`config.mk`:
```
export PLATFORM = sky130hd
export DESIGN_NAME = uart_tx_arbiter
export DESIGN_NICKNAME = d
export VERILOG_FILES = /design/src/rtl/uart_pkg.sv /design/src/rtl/rr_arbiter.sv /design/src/rtl/uart_tx_arbiter.sv
export SDC_FILE = /design/constraint.sdc
export NUM_CORES = 1
export LEC_CHECK = 0
export BUFFER_PORTS_ARGS = -buffer_cell sky130_fd_sc_hd__buf_4
export CAP_MARGIN = 0
export CORE_ASPECT_RATIO = 1.25
export CORE_MARGIN = 1
export CORE_UTILIZATION = 53
export DETAILED_ROUTE_END_ITERATION = 12
export PLACE_DENSITY = 0.83
export SLEW_MARGIN = 10
export SYNTH_ARGS = -nofsm -noshare
export SYNTH_HDL_FRONTEND = slang
export SYNTH_SLANG_ARGS = --single-unit
```
`constraint.sdc`:
```
create_clock -name clk -period 3.6 [get_ports clk]
set_input_delay 0 -clock clk [delete_from_list [all_inputs] [get_ports clk]]
set_output_delay 0 -clock clk [all_outputs]
set_load 0.02 [all_outputs]
```
`src/rtl/uart_pkg.sv`:
```
// Shared definitions for the UART peripheral block.
//   - state_t            : states of the TX arbiter FSM
//   - UART_*_ADDR        : memory-mapped register addresses of the UART
//   - DEFAULT_BUSY_TIMEOUT : cycles allowed between tx_start and tx_busy rising
package uart_pkg;

    typedef enum logic [1:0] {
        ST_IDLE      = 2'd0,
        ST_LAUNCH    = 2'd1,
        ST_WAIT_BUSY = 2'd2,
        ST_WAIT_DONE = 2'd3
    } state_t;

    localparam logic [31:0] UART_TXD_ADDR = 32'h4000_0018;
    localparam logic [31:0] UART_RXD_ADDR = 32'h4000_001C;
    localparam logic [31:0] UART_CON_ADDR = 32'h4000_0020;

    localparam int DEFAULT_BUSY_TIMEOUT = 16;

endpackage

```
`src/rtl/rr_arbiter.sv`:
```
// Round-robin one-hot arbiter.
// Ports:
//   clk, reset    : clock and synchronous active-high reset
//   req_i         : request vector
//   accept_i      : strobe; the current winner was taken this edge
//   grant_o       : one-hot winner (all zeros when no request)
//   grant_idx_o   : index of the winner
//   any_o         : at least one request is pending
module rr_arbiter #(
    parameter int NUM_REQ = 2,
    parameter int IDX_W   = $clog2(NUM_REQ)
) (
    input  logic               clk,
    input  logic               reset,
    input  logic [NUM_REQ-1:0] req_i,
    input  logic               accept_i,
    output logic [NUM_REQ-1:0] grant_o,
    output logic [IDX_W-1:0]   grant_idx_o,
    output logic               any_o
);

    logic [IDX_W-1:0] ptr_q;
    logic [IDX_W-1:0] ptr_d;

    // Scan upward from the pointer, wrapping, and stop at the first request.
    // The wrap is a subtraction so NUM_REQ need not be a power of two.
    always_comb begin
        int  idx;
        logic found;
        idx         = 0;
        found       = 1'b0;
        grant_o     = '0;
        grant_idx_o = '0;
        for (int off = 0; off < NUM_REQ; off++) begin
            idx = int'(ptr_q) + off;
            if (idx >= NUM_REQ) begin
                idx = idx - NUM_REQ;
            end
            if (!found && req_i[idx]) begin
                found        = 1'b1;
                grant_o[idx] = 1'b1;
                grant_idx_o  = IDX_W'(idx);
            end
        end
        any_o = found;
    end

    // Pointer moves to just past the winner so it becomes lowest priority.
    always_comb begin
        if (int'(grant_idx_o) == NUM_REQ - 1) begin
            ptr_d = '0;
        end else begin
            ptr_d = grant_idx_o + IDX_W'(1);
        end
    end

    always_ff @(posedge clk) begin
        if (reset) begin
            ptr_q <= '0;
        end else if (accept_i) begin
            ptr_q <= ptr_d;
        end
    end

endmodule

```
`src/rtl/uart_tx_arbiter.sv`:
```
// Shares one UART transmitter between NUM_REQ byte sources.
// Ports:
//   clk, reset   : clock and synchronous active-high reset
//   req_valid    : per-requester byte pending
//   req_data     : packed bytes, requester i at [i*DATA_W +: DATA_W]
//   req_ready    : one-hot accept, only ever asserted in IDLE
//   tx_start     : one-cycle start pulse to the TX core
//   tx_data      : byte to the TX core, held until the frame ends
//   tx_busy      : TX core is shifting a frame
//   tx_done      : TX core finished the stop bit
//   grant_id     : index of the current or last granted requester
//   busy         : arbiter is handling a frame
//   timeout_err  : one-cycle pulse when tx_busy never rose
//   sent_count   : completed frames, wrapping
module uart_tx_arbiter
    import uart_pkg::*;
#(
    parameter int NUM_REQ      = 2,
    parameter int DATA_W       = 8,
    parameter int BUSY_TIMEOUT = DEFAULT_BUSY_TIMEOUT,
    parameter int CNT_W        = 16
) (
    input  logic                       clk,
    input  logic                       reset,
    input  logic [NUM_REQ-1:0]         req_valid,
    input  logic [NUM_REQ*DATA_W-1:0]  req_data,
    output logic [NUM_REQ-1:0]         req_ready,
    output logic                       tx_start,
    output logic [DATA_W-1:0]          tx_data,
    input  logic                       tx_busy,
    input  logic                       tx_done,
    output logic [$clog2(NUM_REQ)-1:0] grant_id,
    output logic                       busy,
    output logic                       timeout_err,
    output logic [CNT_W-1:0]           sent_count
);

    localparam int IDX_W = $clog2(NUM_REQ);
    localparam int TMR_W = $clog2(BUSY_TIMEOUT + 1);

    state_t             state_q, state_d;
    logic [DATA_W-1:0]  tx_data_q, tx_data_d;
    logic [IDX_W-1:0]   grant_id_q, grant_id_d;
    logic [CNT_W-1:0]   sent_count_q, sent_count_d;
    logic [TMR_W-1:0]   timer_q, timer_d;
    logic               timeout_err_q, timeout_err_d;
    logic               tx_busy_q;

    logic [NUM_REQ-1:0] arb_grant;
    logic [IDX_W-1:0]   arb_idx;
    logic               arb_any;
    logic               accept;

    // Grants are only taken in IDLE, so a request arriving with tx_done
    // waits for the following IDLE cycle.
    assign accept = (state_q == ST_IDLE) && arb_any && !reset;

    rr_arbiter #(
        .NUM_REQ (NUM_REQ),
        .IDX_W   (IDX_W)
    ) u_arb (
        .clk         (clk),
        .reset       (reset),
        .req_i       (req_valid),
        .accept_i    (accept),
        .grant_o     (arb_grant),
        .grant_idx_o (arb_idx),
        .any_o       (arb_any)
    );

    // Next-state and output decode. A frame ends either on tx_done or on a
    // falling tx_busy, whichever the TX core provides first; WAIT_BUSY also
    // accepts tx_done directly for frames too short to show tx_busy.
    always_comb begin
        state_d       = state_q;
        tx_data_d     = tx_data_q;
        grant_id_d    = grant_id_q;
        sent_count_d  = sent_count_q;
        timer_d       = timer_q;
        timeout_err_d = 1'b0;
        req_ready     = '0;
        tx_start      = 1'b0;
        case (state_q)
            ST_IDLE: begin
                if (!reset) begin
                    req_ready = arb_grant;
                end
                if (accept) begin
                    tx_data_d  = req_data[arb_idx*DATA_W +: DATA_W];
                    grant_id_d = arb_idx;
                    state_d    = ST_LAUNCH;
                end
            end
            ST_LAUNCH: begin
                tx_start = 1'b1;
                timer_d  = '0;
                state_d  = ST_WAIT_BUSY;
            end
            ST_WAIT_BUSY: begin
                if (tx_busy) begin
                    state_d = ST_WAIT_DONE;
                end else if (tx_done) begin
                    sent_count_d = sent_count_q + CNT_W'(1);
                    state_d      = ST_IDLE;
                end else if (timer_q == TMR_W'(BUSY_TIMEOUT - 1)) begin
                    timeout_err_d = 1'b1;
                    state_d       = ST_IDLE;
                end else begin
                    timer_d = timer_q + TMR_W'(1);
                end
            end
            ST_WAIT_DONE: begin
                if (tx_done || (tx_busy_q && !tx_busy)) begin
                    sent_count_d = sent_count_q + CNT_W'(1);
                    state_d      = ST_IDLE;
                end
            end
            default: begin
                state_d = ST_IDLE;
            end
        endcase
    end

    // State and datapath registers; reset abandons any frame in flight.
    always_ff @(posedge clk) begin
        if (reset) begin
            state_q       <= ST_IDLE;
            tx_data_q     <= '0;
            grant_id_q    <= '0;
            sent_count_q  <= '0;
            timer_q       <= '0;
            timeout_err_q <= 1'b0;
            tx_busy_q     <= 1'b0;
        end else begin
            state_q       <= state_d;
            tx_data_q     <= tx_data_d;
            grant_id_q    <= grant_id_d;
            sent_count_q  <= sent_count_d;
            timer_q       <= timer_d;
            timeout_err_q <= timeout_err_d;
            tx_busy_q     <= tx_busy;
        end
    end

    assign tx_data     = tx_data_q;
    assign grant_id    = grant_id_q;
    assign sent_count  = sent_count_q;
    assign timeout_err = timeout_err_q;
    assign busy        = (state_q != ST_IDLE);

endmodule

```
==> summary.txt, run 1 <==
Status: complete, no violations
Core Region: 0.00279 mm2
Nets: 269
Main area contributors after synthesis: dfxtp_1, a222oi_1, a21oi_1
Pre-CTS setup slack: 1.50 ns
Cell Pwr Density: 336 mW/mm2
Hold slack: 0.0656 ns
Synth Warn #: 0
Final min period: 2.74 ns
IO buf count: 51
Syn Area/Cell: 8.86 um2
Largest area contributor in the netlist: dfxtp_1
Worst path bufs/invs: 1
Detailed Place HPWL: 2830 um
CTS tree: done
Height of the die: 63.5 um
Hold depth: 2
Root Buffer: clkbuf_4
# rows: 21
Met2 GRT Util: 51.8%
Die area: 0.00325 mm2
Vias: 1,658
ANT nets after route: 0
Setup crit start kind: register
DRT Pass-1 Iters: 6
Setup ws final: 0.862 ns
Cells after synthesis: 181
Initial antenna violation count: 0
Residual DRC: 0
Routed len/inst: 15.4 um
Post-Syn Nets: 206
DRT iter0 DRCs: 82
Flops & latches, synth: 35
Tot Pwr: 734 uW
Worst path cell trace: or2_2 -> a2111oi_2 -> a222oi_1 -> dlygate4sd3_1 -> nor2_1
Setup Fix Bufs, Post-CTS: 0
Final Hold Viols: 0
Yosys top cell area share: 43.7%
Setup_tns: 0 ns
Slew margin rel.: 25.5%
First-pass GRT wire length: 7100 um
Register area share after synthesis: 43.7%
Clk sink count: 35
Leak: 0.000879 uW
Vias in the first global route: 1,560
Critical path type: register to register
Top_reg_cell synth: dfxtp_1
Global placement routability congestion: 0.808
Final wirelength: 4260 um
RSZ-0062 raised after global routing: no
Fmax: 0.365 GHz
Io pins: 52
Initial Utilization: 57.5%
Final setup fails: 0
Clock skew: 0.00552 ns
R2R cell count: 5
Area growth syn-to-layout: 36.4%
Highest cell delay on the worst timing path: 0.99 ns
Worst setup EP type: register
Slowest CP cell: a2111oi_2
MaxCap Viol Count: 0
Post-synth EDFFs: 0
Distinct cells, synth: 41
Final Cycle Share: 76.1%
CTS H-tree lvls: 2
Met3 usage: 9.18%
DIE WIDTH: 51.2 um
Max Transition Viols Final: 0
Crit path depth: 5
Total track usage: 29.5%
Tightest Hold Check Type: input pin to register
Clk pin slew, worst setup/hold paths: 0.09 ns
Worst-margin pin slew: 1.11 ns
Data arrival time of the worst path: 3.02 ns
Hold_buf cts: 17
Gr ovfl total: 0
Clk_lat worst skew: 0.34 ns
Crit-path max FO: 11
Top-count cell post-synth: dfxtp_1
Maximum VDD drop: 0.415 mV
CTS Buf Count: 5
Async SR Flop Fraction: 0%
Synth Cell Area: 0.00160 mm2
Clock Path Buffers: 2
Cell family with most CP delay: compound AO/OA/AOI/OAI gates
Worst Path Required: 3.88 ns
# resized after CTS: 0
Largest net degree at the start of global routing: 40
Via density: 5.99
Busiest layer in global routing: met2
Layout cells sized above 1: 27.2%
ANT cells: 0
Commonest cells post-synth: dfxtp_1, nor2_1, a21oi_1
Met1 Use GR: 30.4%
==> report_power, final <==
group          switching [uW]  internal, uW  leakage (uW)  total, uW
clock network             120          69.4     0.0000242        190
registers                10.6           400      0.000284        410
logic                    64.1          69.5      0.000570        134
==> metrics by stage <==
| step | std cells | utilization (%) | cell area, um2 |
|---|---|---|---|
| 6_report | 277 | 78.5 | 2190 |
| 2_1_floorplan | 181 | - | 1600 |
| 5_1_grt | 277 | 78.5 | 2190 |
| 4_1_cts | 277 | 78.5 | 2190 |
| 3_5_place_dp | 254 | 70.9 | 1970 |
| 3_3_place_gp | 254 | 70.9 | 1970 |
==> routing by layer <==
layer	vias to the layer above	wire length (um)
met4	0	167
met3	17	213
met5	-	0
met1	785	1590
li1	801	-
met2	55	2280
==> registers in the layout (all words and copies together) (netlist names) <==
register     cells
grant_id         1
sent_count      16
state_q          2
timeout_err      1
timer_q          5
tx_busy_q        1
tx_data          8
u_arb.ptr_q      1
==> final timing paths <==
path	from	endpoint	slack, ns
worst max register to register	state_q[1]	tx_data[1]	0.86
worst min register to register	grant_id	grant_id	0.50
worst max-delay path	state_q[1]	tx_data[1]	0.86
worst min-delay path	reset	tx_data[3]	0.07
==> layout make-up <==
| cell class | count | area, um2 |
|---|---|---|
| flip-flops and latches | 35 | 701 |
| repair buffers | 68 | 553 |
| inverters | 8 | 30.0 |
| multi-input cells | 126 | 818 |
| fillers | 209 | 599 |
| well taps | 34 | 42.5 |
| clock buffers | 6 | 41.3 |
==> placed cells by master (no fill, tap or decap), types with 2 or more instances in the layout <==
master,netlist,routed
a211oi_1,3,3
a21oi_1,15,15
a222oi_1,8,8
and3_1,4,4
and4_1,2,2
buf_4,0,51
clkbuf_4,0,5
dfxtp_1,35,35
dlygate4sd3_1,0,17
ha_1,3,3
inv_1,8,8
mux2_2,3,3
nand2_1,6,6
nand3_1,7,7
nand4_1,2,2
nor2_1,17,17
nor2b_1,6,6
nor3_1,7,7
nor4_1,2,2
o21ai_0,8,7
o31ai_1,4,4
or3_1,7,7
or4_1,3,3
xnor2_1,2,2
xor2_1,2,2
==> cells by family (layout without fill, tap and decap cells) <==
family,Yosys count,after routing,share of synthesized area (%)
AND/OR/NAND/NOR,71,71,24.7
AO/OA/AOI/OAI,44,44,19.0
flip-flops,35,35,43.7
buffers and inverters,20,82,5.23
XOR/XNOR,4,4,2.19
multiplexers,4,4,2.73
adder cells (fa/ha/maj),3,3,2.34
Note: power is estimated with default switching activity, not from simulation.
==> run 2: changes to the inputs <==
--- a/config.mk
+++ b/config.mk
@@ -5,13 +5,14 @@
 export SDC_FILE = /design/constraint.sdc
 export NUM_CORES = 1
 export LEC_CHECK = 0
+export ABC_AREA = 1
 export BUFFER_PORTS_ARGS = -buffer_cell sky130_fd_sc_hd__buf_4
 export CAP_MARGIN = 0
 export CORE_ASPECT_RATIO = 1.25
 export CORE_MARGIN = 1
-export CORE_UTILIZATION = 53
+export CORE_UTILIZATION = 46
 export DETAILED_ROUTE_END_ITERATION = 12
-export PLACE_DENSITY = 0.83
+export PLACE_DENSITY = 0.75
 export SLEW_MARGIN = 10
 export SYNTH_ARGS = -nofsm -noshare
 export SYNTH_HDL_FRONTEND = slang
==> constraint.sdc (replaced) <==
create_clock -name clk -period 2.4 [get_ports clk]
set_input_delay 0 -clock clk [delete_from_list [all_inputs] [get_ports clk]]
set_output_delay 0 -clock clk [all_outputs]
set_load 0.02 [all_outputs]
==> run 2 against run 1 <==
Hold slack got worse by 0.053 ns. Via count rose by 14%. Power rose by 120%. Die area rose by 30%. Largest power group unchanged. Routed wire length fell by 4.7%. Synthesized area rose by 13%. Core utilization fell by 15 points. Cell count rose by 40%. Highest routed layer unchanged. Setup slack got worse by 0.13 ns.
==> summary.txt, run 2 <==
Status: complete, no violations
Gr ovfl total: 0 (unchanged)
Worst-margin pin slew: 0.573 ns (-0.542 ns)
Int Pwr: 1030 uW (+91%)
DRT iter0 DRCs: 94 (+15%)
Clock Path Buffers: 2 (unchanged)
Layout cells sized above 1: 22.2% (-5.0 points)
Core Region: 0.00378 mm2 (+36%)
Slowest CP cell: dlygate4sd3_1
Final setup fails: 0 (unchanged)
Post-synthesis mux area share: 0% (-2.7 points)
Crit-path max FO: 25 (+14)
# resized after CTS: 0 (unchanged)
Worst setup EP type: register
Tightest Hold Check Type: input pin to register
CTS H-tree lvls: 2 (unchanged)
Tot Pwr: 1600 uW (+120%)
Net Sw Frac: 35.6% (+9.0 points)
CTS tree: done
Total track usage: 20.9% (-8.6 points)
Simple logic cell fraction of the synthesized area: 37.6% (+13 points)
Area growth syn-to-layout: 31.9%
Highest cell delay on the worst timing path: 0.54 ns (-0.45 ns)
Clk_lat worst skew: 0.28 ns (-0.06 ns)
Detailed Place HPWL: 2800 um (-1.1%)
Setup crit start kind: input pin
Worst path bufs/invs: 4 (+3)
Synth Cell Area: 0.00182 mm2 (+13%)
Setup Fix Bufs, Post-CTS: 0 (unchanged)
Register area share after synthesis: 38.5% (-5.2 points)
DIE WIDTH: 58.2 um (+14%)
Initial antenna violation count: 0 (unchanged)
Synth Warn #: 0 (unchanged)
Cells after synthesis: 273 (+51%)
DRT Pass-1 Iters: 4 (-2)
Min-delay src: req_data[9]
Top-count cell post-synth: nand2_1
CP Launch Point: tx_busy
ANT nets after route: 0 (unchanged)
Root Buffer: clkbuf_8
Worst path cell trace: dlygate4sd3_1 -> buf_4 -> inv_1 -> nand2_1 -> nand2_1 -> nand2_1 -> nor2_4 -> inv_1 -> o21ai_0 -> a21oi_1
Maximum VDD drop: 0.615 mV (+48%)
Cell family with most CP delay: buffers and inverters
Yosys top cell area share: 38.5% (-5.2 points)
Die area: 0.00421 mm2 (+30%)
Post-Syn Nets: 298 (+45%)
Commonest non-fill, non-tap cells in the layout: nand2_1, buf_4, inv_1
Fmax: 0.600 GHz
P_sw: 569 uW (+190%)
Clock skew: 0.00527 ns (-0.000245 ns)
Final Hold Viols: 0 (unchanged)
Clk sink count: 35 (unchanged)
First-pass GRT wire length: 6880 um (-3.1%)
Adder-Cell Fraction of Synth Area: 2.06% (-0.28 points)
Vias: 1,890 (+14%)
Async SR Flop Fraction: 0% (unchanged)
Top_reg_cell synth: dfxtp_1
Hold slack: 0.0128 ns (-0.0529 ns)
Most used cell, CP: nand2_1
Critical path type: input pin to register
Setup_tns: 0 ns (unchanged)
Slew margin rel.: 61.8% (+36 points)
Height of the die: 72.3 um (+14%)
# rows: 25 (+19%)
Final Cycle Share: 69.4%
Flop-to-flop setup slack: 0.82 ns (-0.04 ns)
Largest area contributor in the netlist: dfxtp_1
Via density: 4.87 (-19%)
Nets: 360 (+34%)
Main area contributors after synthesis: dfxtp_1, nand2_1, inv_1
Max reg flops: 16 (unchanged)
Initial Utilization: 48.0% (-9.5 points)
Worst Path Required: 2.58 ns (-1.30 ns)
Global placement routability congestion: 0.856 (+5.9%)
Distinct cells, synth: 28 (-32%)
Flops & latches, synth: 35 (unchanged)
Io pins: 52 (unchanged)
XOR/XNOR share of the synthesized area: 1.93% (-0.26 points)
Leak: 0.00114 uW (+30%)
Share of total power in the clock network: 24.5% (-1.4 points)
Final wirelength: 4050 um (-4.7%)
Cell Pwr Density: 666 mW/mm2 (+99%)
RSZ-0062 raised after global routing: no
Largest family of logic cells by synthesized area: simple AND/OR/NAND/NOR gates
Data arrival time of the worst path: 1.84 ns (-1.18 ns)
Critical R2R Launch: state_q[0]
Comb pwr share: 33.4% (+15 points)
Post-synth EDFFs: 0 (unchanged)
Largest net degree at the start of global routing: 26 (-35%)
Residual DRC: 0 (unchanged)
Max Transition Viols Final: 0 (unchanged)
Vias in the first global route: 1,746 (+12%)
Final min period: 1.67 ns
IO buf count: 51 (unchanged)
Commonest cells post-synth: nand2_1, inv_1, dfxtp_1, nor2_1, a21oi_1
Clk pin slew, worst setup/hold paths: 0.07 ns (-0.02 ns)
Seq pwr share: 42.1% (-14 points)
ANT cells: 0 (unchanged)
Syn Area/Cell: 6.66 um2 (-25%)
MaxCap Viol Count: 0 (unchanged)
CTS Buf Count: 5 (unchanged)
Compound-Gate Fraction of Synth Area: 9.22% (-9.8 points)
Leading cell type in the layout, fill and taps excluded: nand2_1
Routed len/inst: 10.4 um (-32%)
==> run 2: changes by cell type in the layout (fill, tap and decap cells not counted), moves of 5 or more <==
cell           previous run  this run
dlygate4sd3_1            17        10
a21oi_1                  15        22
or3_1                     7         0
a222oi_1                  8         0
nor3_1                    7         2
nand3_1                   7        16
clkbuf_4                  5         0
clkbuf_8                  0         5
inv_1                     8        38
nor2_1                   17        35
nor2b_1                   6         0
nor2_2                    0         7
nand2_1                   6        80
==> run 2: cell type report <==
class,instances,area [um2]
clock buffers,6,72.6
fillers,353,1390
inverters,40,150
multi-input cells,192,925
flip-flops and latches,35,701
well taps,54,67.6
repair buffers,61,483
==> run 2: layer usage <==
| layer | wire length [um] | GRT usage, % |
|---|---|---|
| met2 | 2130 | 39.2 |
| met5 | 0 | 0 |
| met4 | 54 | 7.94 |
| met3 | 165 | 4.99 |
| met1 | 1710 | 22.2 |
==> run 2: through the flow <==
stage	util (%)	setup slack, ns	cell area [um2]	std cells
floorplan	-	0.946	1820	273
finish	63.4	0.734	2400	388
CTS	63.4	0.766	2400	388
detailed placement	58.8	0.843	2230	372
global route	63.4	0.537	2400	388
global placement	58.8	0.887	2230	372
==> run 2: kinds of logic (layout without fill, tap and decap cells) <==
family | Yosys count | count (layout)
xor gates and xnor gates | 4 | 4
and+or+nand+nor | 155 | 155
DFF | 35 | 35
AOI/OAI and AO/OA | 30 | 30
buffers and inverters | 46 | 107
adders and majority gates | 3 | 3
==> run 2: repair_timing <==
action,in CTS,in global routing
endpoints found under the hold margin,10,0
setup endpoints to repair,0,0
hold buffers,10,0
==> run 2: final timing paths <==
path                         to  cells after the start
setup / recovery  sent_count[0]                     10
hold / removal       tx_data[1]                      5
setup reg to reg  sent_count[0]                      7
hold reg to reg      timer_q[0]                      1
==> run 2: power by group through the flow <==
stage | combinational (uW) | clock [uW] | sequential, uW
6_report | 534 | 391 | 673
3_3_place_gp | 514 | 0 | 685
2_1_floorplan | 330 | 0 | 722
3_5_place_dp | 520 | 0 | 686
5_1_grt | 595 | 427 | 682
4_1_cts | 536 | 407 | 673
==> run 2: tightest hold or removal path, stage by stage <==
cell	delay (ns)
buf_4	0.08
nand2_1	0.04
nand2_1	0.05
a21oi_1	0.03
nor2_1	0.07
